--- config.mk ---
export PLATFORM = sky130hd
export DESIGN_NAME = fetch_queue
export DESIGN_NICKNAME = d
export VERILOG_FILES = /design/src/rtl/fetch_queue.sv
export SDC_FILE = /design/constraint.sdc
export NUM_CORES = 1
export LEC_CHECK = 0
export BUFFER_PORTS_ARGS = -buffer_cell sky130_fd_sc_hd__buf_2
export CELL_PAD_IN_SITES_DETAIL_PLACEMENT = 0
export CELL_PAD_IN_SITES_GLOBAL_PLACEMENT = 2
export CORE_MARGIN = 2
export CORE_UTILIZATION = 43
export CTS_BUF_LIST = sky130_fd_sc_hd__clkbuf_4 sky130_fd_sc_hd__clkbuf_8
export CTS_CLUSTER_DIAMETER = 150
export DETAILED_ROUTE_END_ITERATION = 8
export GPL_ROUTABILITY_DRIVEN = 0
export PLACE_DENSITY_LB_ADDON = 0.1
export SYNTH_ARGS = -nofsm -noshare
export SYNTH_HDL_FRONTEND = slang
export SYNTH_SLANG_ARGS = --single-unit
--- constraint.sdc ---
create_clock -name clock -period 11.7 [get_ports clock]
set_clock_uncertainty 0.05 [all_clocks]
set_input_delay 0.585 -clock clock [delete_from_list [all_inputs] [get_ports clock]]
set_output_delay 0.585 -clock clock [all_outputs]
set_load 0.02 [all_outputs]
--- src/rtl/fetch_queue.sv ---
`default_nettype none
// ==========================================================================
// fetch_queue : in-order PC/instruction ring buffer between PC gen and decode
// Option      : FETCH_QUEUE_MISALIGN_CHECK_EN adds out_fault (misaligned PC)
// Revision    : 1.0
// ==========================================================================
module fetch_queue #(
  parameter int DEPTH = 4
) (
  input  logic        clock,
  input  logic        reset,
  input  logic [31:0] pc_in,
  input  logic        flush,
  output logic        stall_en,
  output logic        imem_req_valid,
  input  logic        imem_req_ready,
  output logic [31:0] imem_req_addr,
  input  logic        imem_rsp_valid,
  input  logic [31:0] imem_rsp_data,
  output logic        out_valid,
  input  logic        out_ready,
`ifdef FETCH_QUEUE_MISALIGN_CHECK_EN
  output logic        out_fault,
`endif
  output logic [31:0] out_pc,
  output logic [31:0] out_instr
);

  localparam int PW = $clog2(DEPTH);
  localparam int CW = PW + 1;
  localparam logic [CW:0] c_depth = DEPTH[CW:0];
  localparam logic [31:0] c_nop   = 32'h0000_0013;

  logic [31:0]      r_pc    [DEPTH];
  logic [31:0]      r_instr [DEPTH];
  logic [DEPTH-1:0] r_filled;
  logic [PW-1:0]    r_head;
  logic [PW-1:0]    r_tail;
  logic [CW-1:0]    r_count;
  logic [CW-1:0]    r_drop;

  logic          w_misalign;
  logic          w_room;
  logic          w_alloc;
  logic          w_req_fire;
  logic          w_push;
  logic          w_pop;
  logic          w_rsp_take;
  logic          w_fill_found;
  logic [PW-1:0] w_fill_idx;
  logic [CW-1:0] w_unfilled;

`ifdef FETCH_QUEUE_MISALIGN_CHECK_EN
  logic [DEPTH-1:0] r_fault;
  assign w_misalign = (pc_in[1:0] != 2'b00);
  assign out_fault  = out_valid && r_fault[r_head];
`else
  assign w_misalign = 1'b0;
`endif

  // Outstanding reads include responses already owed to cancelled requests.
  assign w_room         = ({1'b0, r_count} + {1'b0, r_drop}) < c_depth;
  assign w_alloc        = !reset && !flush && w_room;
  assign imem_req_valid = w_alloc && !w_misalign;
  assign imem_req_addr  = pc_in;
  assign w_req_fire     = imem_req_valid && imem_req_ready;
  assign w_push         = w_req_fire || (w_alloc && w_misalign);
  assign stall_en       = reset || (!w_push && !flush);

  assign out_valid = (r_count != '0) && r_filled[r_head];
  assign out_pc    = out_valid ? r_pc[r_head]    : '0;
  assign out_instr = out_valid ? r_instr[r_head] : '0;
  assign w_pop     = out_valid && out_ready;

  // Oldest unfilled live entry, and how many live entries still await data.
  always_comb begin
    w_fill_found = 1'b0;
    w_fill_idx   = r_head;
    w_unfilled   = '0;
    for (int k = 0; k < DEPTH; k++) begin
      if ((CW'(k) < r_count) && !r_filled[r_head + PW'(k)]) begin
        w_unfilled = w_unfilled + CW'(1);
        if (!w_fill_found) begin
          w_fill_found = 1'b1;
          w_fill_idx   = r_head + PW'(k);
        end
      end
    end
  end

  assign w_rsp_take = imem_rsp_valid && (r_drop == '0) && w_fill_found;

  always_ff @(posedge clock) begin
    if (reset || flush) begin
      r_head   <= '0;
      r_tail   <= '0;
      r_count  <= '0;
      r_filled <= '0;
`ifdef FETCH_QUEUE_MISALIGN_CHECK_EN
      r_fault  <= '0;
`endif
      for (int i = 0; i < DEPTH; i++) begin
        r_pc[i]    <= '0;
        r_instr[i] <= '0;
      end
      if (reset) r_drop <= '0;
      else       r_drop <= r_drop + w_unfilled - CW'(imem_rsp_valid);
    end else begin
      if (w_rsp_take) begin
        r_instr[w_fill_idx]  <= imem_rsp_data;
        r_filled[w_fill_idx] <= 1'b1;
      end
      if (imem_rsp_valid && (r_drop != '0)) r_drop <= r_drop - CW'(1);
      if (w_push) begin
        r_pc[r_tail]     <= pc_in;
        r_instr[r_tail]  <= w_misalign ? c_nop : '0;
        r_filled[r_tail] <= w_misalign;
`ifdef FETCH_QUEUE_MISALIGN_CHECK_EN
        r_fault[r_tail]  <= w_misalign;
`endif
        r_tail           <= r_tail + PW'(1);
      end
      if (w_pop) r_head <= r_head + PW'(1);
      case ({w_push, w_pop})
        2'b10:   r_count <= r_count + CW'(1);
        2'b01:   r_count <= r_count - CW'(1);
        default: r_count <= r_count;
      endcase
    end
  end

endmodule
`default_nettype wire

# Yosys cells after proc, flatten, opt, wreduce, memory -nomap -nowiden
# Memories as Yosys holds them, arrays and structs flattened. A register that Yosys moved wholly into a read port is not among the register bits.
# Cells that the tools add are included.
[op_classes] bitwise_logic=3 n_eq_ne=2 order_cmp=13 n_addsub=13 mux=56 n_reduce_logical=32
[ops] op="32-bit 2-to-1 mux" count=5
[ops] op="32-bit OR reduction" count=3
[ops] op="2-bit 2-to-1 mux" count=14
[ops] op="1-bit 2-to-1 mux" count=22
[ops] op="2-bit by 3-bit less-than comparator with 1-bit output, second input constant" count=6
[ops] op="1-bit logical AND" count=15
[ops] op="3-bit 2-to-1 mux" count=5
[ops] op="4-bit 2-to-1 mux" count=3
[ops] op="3-bit by 1-bit adder with 3-bit output, second input constant" count=3
[ops] op="1-bit binary-select mux with 2-bit select" count=4
[ops] op="1-bit zero test" count=7
[ops] op="1-bit by 3-bit less-than comparator with 1-bit output, first input constant" count=2
[ops] op="2-bit by 3-bit less-than comparator with 1-bit output, first input constant" count=2
[ops] op="3-bit case mux with 2 select lines" count=1
[ops] op="3-bit nonzero test" count=2
[ops] op="3-bit by 1-bit subtractor with 3-bit output, second input constant" count=2
[ops] op="2-bit by 1-bit adder with 2-bit output, second input constant" count=2
[ops] op="2-bit adder, second input constant" count=2
[ops] op="3-bit by 3-bit adder with 4-bit output" count=1
[ops] op="4-bit bitwise AND" count=1
[ops] op="1-bit demux with 2-bit select" count=2
[ops] op="2-bit by 1-bit >= comparator with 1-bit output, second input constant" count=2
[ops] op="4-bit by 3-bit less-than comparator with 1-bit output, second input constant" count=1
[ops] op="4-bit NOT" count=1
[ops] op="9 further kinds" count=11
[word_totals] out_inout_bits=99 inputBits=70 memories=2 register_bits=14 elab_cells=126 ramBits=256
[mem_list] name="r_instr" depth=4 word_bits=32 rd=1 rd_clocked_by_memory_dff=1 write_ports=4 line="35" rtl="logic [31:0] r_instr [DEPTH];"
[mem_list] name="r_pc" depth=4 word_bits=32 rd=1 rd_clocked_by_memory_dff=1 write_ports=4 line="34" rtl="logic [31:0] r_pc [DEPTH];"

# Depth between registers and ports, before layout
[depth] word_depth=20 mapped_depth=17 ltp_nobuf=17

# Worst setup path before layout
# OpenSTA, ideal clock, no wires.
[synth_timing] path_type="reg-to-reg" from="reg r_drop[2]" to="mem r_pc[1][0] (enable)" setup_time_ns=0.466 arrival_time_ns=3.833 path_buffers=1 required_time_ns=11.184 path_slack_ns=7.351 path_stages_with_launch=8 synth_period_minus_slack_ns=4.349 cell_sequence="edfxtp_1 > ha_1 > nor3_1 > and3_1 > and2_1 > clkbuf_1 > nand2_1 > o21ai_0"
[synth_lines] element="from (decl)" line="40" rtl="logic [CW-1:0] r_drop;"
[synth_lines] element="from (signal assigned)" line="107" rtl="else r_drop <= r_drop + w_unfilled - CW'(imem_rsp_valid);"
[synth_lines] element="from (signal assigned)" line="113" rtl="if (imem_rsp_valid && (r_drop != '0)) r_drop <= r_drop - CW'(1);"
[synth_lines] element="to (decl)" line="34"

# Final worst setup path
[layout_timing] from="reg r_head[0]" to="out out_instr[9]"
[layout_between] elab_chain_cells=4
[layout_rtl] element="from (decl)" line="37" rtl="logic [PW-1:0] r_head;"
[layout_rtl] element="from (signal assigned)" line="123" rtl="if (w_pop) r_head <= r_head + PW'(1);"
[layout_rtl] element="1-bit binary-select mux with 2-bit select" line="70" rtl="assign out_valid = (r_count != '0) && r_filled[r_head];"
[layout_rtl] element="1-bit 2-to-1 mux (not written as such)" line="70"
[layout_rtl] element="1-bit logical AND" line="70"
[layout_rtl] element="32-bit 2-to-1 mux" line="72" rtl="assign out_instr = out_valid ? r_instr[r_head] : '0;"
[layout_rtl] element="to (decl)" line="26" rtl="output logic [31:0] out_instr"
# Every way passes these cells. The select of a mux whose other input is x is not followed.

==> results.json <==
{
  "finalSetupViolations": 0,
  "setup_tns_ps": 0,
  "nFillCells": 2829,
  "synth_seq_area_share_pct": 50.4,
  "outcome": "complete, no violations",
  "r2r_slack_ps": 7450,
  "initial_core_util_pct": 43.7,
  "pin_count": 169,
  "drc": 0,
  "hp-class": "input pin to register",
  "numCtsBuffers": 48,
  "routed_wirelength_um": 33200,
  "tightest_slew_ps": 1130,
  "cap_violations": 0,
  "fp-row-count": 64,
  "drtIter0Drc": 447,
  "grt_pass1_vias": 8918,
  "cts_root_buffer": "clkbuf_8",
  "ys_ff_latch": 272,
  "coreArea_um2": 30700,
  "via_per_inst": 5.16,
  "p_sw_uw": 471,
  "hold_buffers": 0,
  "dieArea_um2": 32600,
  "area.sequential_um2": 6760,
  "vias": 8893,
  "crit_required_ps": 11070,
  "max_freq_mhz": 235,
  "n_antenna_cell": 0,
  "synthCells": 1169,
  "drive_above_1_share_pct": 27.1,
  "synth_area_um2": 13400,
  "fin_util_pct": 49.8,
  "antenna_left": 0,
  "cts_sinks": 272,
  "arrival_ps": 3620,
  "crit_chain": "mux4_1 > a21oi_4 > buf_4 > and2_1 > buf_2",
  "ys_types": 46,
  "worst_skew_pair.late_latency_ps": 550,
  "cpLargestDelayFamily": "buffers and inverters",
  "wire_per_inst_um": 19.3,
  "crit_path_max_fanout": 40,
  "cts.repair.resized": 0,
  "min_to": "r_instr[2][23]",
  "hold_viol_final": 0,
  "leakage_uw": 0.00672,
  "place_ws_ps": 7480,
  "die_h_um": 181,
  "grt_start_max_net_pins": 65,
  "multi_input_area_um2": 6010,
  "syn2layout_area_growth_pct": 13.8,
  "grt_overflow": 0,
  "rsz0062_at_grt": "no",
  "grt_use_total_pct": 20.4,
  "clockPowerShare_pct": 41.7,
  "synth_fp_nets": 1259,
  "yosysWarningCount": 0,
  "dp_hpwl_um": 18900,
  "cts_setup_buffers": 0,
  "path_buf_inv": 2,
  "start_kind": "register",
  "max_stage_delay_ps": 710,
  "period_minus_slack_ps": 4250,
  "ir_drop_uv": 74.7,
  "setup_ws_ps": 7450,
  "p_int_uw": 1560,
  "rr_worst_depth": 10,
  "path_class": "register to output port",
  "drt_first_pass_iters": 7,
  "cts_tree": "yes",
  "synth_ff_type": "dfxtp_1",
  "rr_endpoint": "r_instr[2][29]",
  "swShare_pct": 23.2,
  "min_period_over_period_pct": 36.4,
  "power_density_nw_per_um2": 133,
  "p_comb_share_pct": 7.2,
  "fp.dieW_um": 181,
  "finalMaxSlewViolations": 0,
  "htreeDepth": 2,
  "min_path_cells": 3,
  "reg2reg_from": "r_head[0]",
  "clk_pin_slew_ps": 60,
  "holdCritStartpoint": "imem_rsp_data[23]",
  "grt_pass1_wl_um": 52200,
  "grt_antenna_before_repair": 0,
  "layout.nets": 1387,
  "end_kind": "output port",
  "portBuffers": 168,
  "slowest_stage": "mux4_1",
  "synth_area_per_cell_um2": 11.5,
  "cts_buffer_depth": 3,
  "async_flop_share_pct": 0,
  "maxSlewHeadroom_pct": 24.6,
  "pwr-share-seq_pct": 51.1,
  "synth-edff-count": 131
}
==> cell usage after synthesis, types with 4 or more instances <==
cell        n  share of area (%)
buf_1       7               0.20
nand2b_1    4               0.19
ha_1       19                1.8
dfxtp_1   141                 21
xor2_1      5               0.33
mux2i_1   130                9.7
edfxtp_1  131                 29
and2_1    162                7.6
o21ai_0     5               0.19
and3_1     34                1.6
inv_1      20               0.56
a21oi_1    14               0.52
buf_4      32                1.8
nor2_1     12               0.34
xnor2_1     7               0.46
buf_12      6               0.90
nand2_1   263                7.4
o22ai_1     4               0.19
clkbuf_1   48                1.3
buf_2      14               0.52
mux4_2     66                 11
==> worst min-delay path, delay by kind of cell <==
family	cells	cell delay, ps
buf+inv	1	130
mux	1	50
simple gates	1	50
==> worst max path at each step <==
stage          startpoint             end  slack (ps)  cells past startpoint
2_1_floorplan   r_drop[2]      r_pc[1][0]        7350                      7
3_3_place_gp    r_head[0]  r_instr[2][27]        7590                     10
3_5_place_dp    r_head[0]  r_instr[2][26]        7480                     10
4_1_cts         r_head[0]    out_instr[9]        7340                      5
5_1_grt         r_head[0]  r_instr[2][28]        7130                     10
6_report        r_head[0]    out_instr[9]        7450                      5
==> power groups by stage <==
stage                     combinational [uW]  clock [uW]  sequential (uW)
after floorplan                         91.5           0             1060
after global placement                   147           0             1060
after detailed placement                 148           0             1060
after CTS                                148         870             1040
after global routing                     161         912             1040
final                                    147         846             1040
==> registers in the layout (all words and copies together), names as in the netlist, named ones only <==
register,cells
r_instr,128
r_pc,128
r_filled,4
r_count,3
r_drop,3
r_head,2
r_tail,2
==> per-layer routing <==
layer	track usage [%]	up-vias	share of wire (%)
li1	-	4277	-
met1	29.0	4381	47
met2	33.3	188	47
met3	3.05	47	4.0
met4	4.26	0	1.5
met5	0	-	0
==> per-stage QoR <==
stage / cell area (um^2) / power [uW] / hold slack, ps / instances
after floorplan: 13400 / 1150 / 385 / 1169
after global placement: 14300 / 1200 / 391 / 1643
after detailed placement: 14300 / 1210 / 400 / 1643
after CTS: 15300 / 2060 / 230 / 1722
after global routing: 15300 / 2110 / 239 / 1722
final: 15300 / 2030 / 260 / 1722
==> cell usage in the layout, fill, tap and decap left out, types with 3 or more instances in the layout <==
cell type,n
buf_2,168
nand2_1,263
a211oi_1,3
nor2_1,10
xnor2_1,7
a21oi_2,5
xor2_1,5
a21oi_4,4
o22ai_1,4
o21ai_0,3
mux2i_1,130
nand3_1,3
clkbuf_8,54
buf_4,22
a21oi_1,5
edfxtp_1,131
ha_1,19
o21ai_4,4
clkbuf_4,20
dfxtp_1,139
clkinv_1,5
and3_1,34
nand2b_1,4
inv_1,20
or2_2,3
and2_1,162
mux4_2,66
==> logic make-up after synthesis <==
family / Yosys count / share of synthesized area [%]
AOI/OAI and AO/OA: 41 / 2.02
xor gates and xnor gates: 12 / 0.784
adders and majority gates: 20 / 1.92
buffers and inverters: 132 / 5.69
DFF: 272 / 50.4
muxes: 200 / 21.3
and+or+nand+nor: 492 / 17.8
==> cell type report <==
cell class,instances,share of cell area [%]
timing repair buffer,190,6.59
clock inverter,5,0.123
sequential,272,44.3
inverter,20,0.492
clock buffer,74,5.85
tap,396,3.25
multi-input combinational,765,39.4
(Power assumes the default switching activity.)
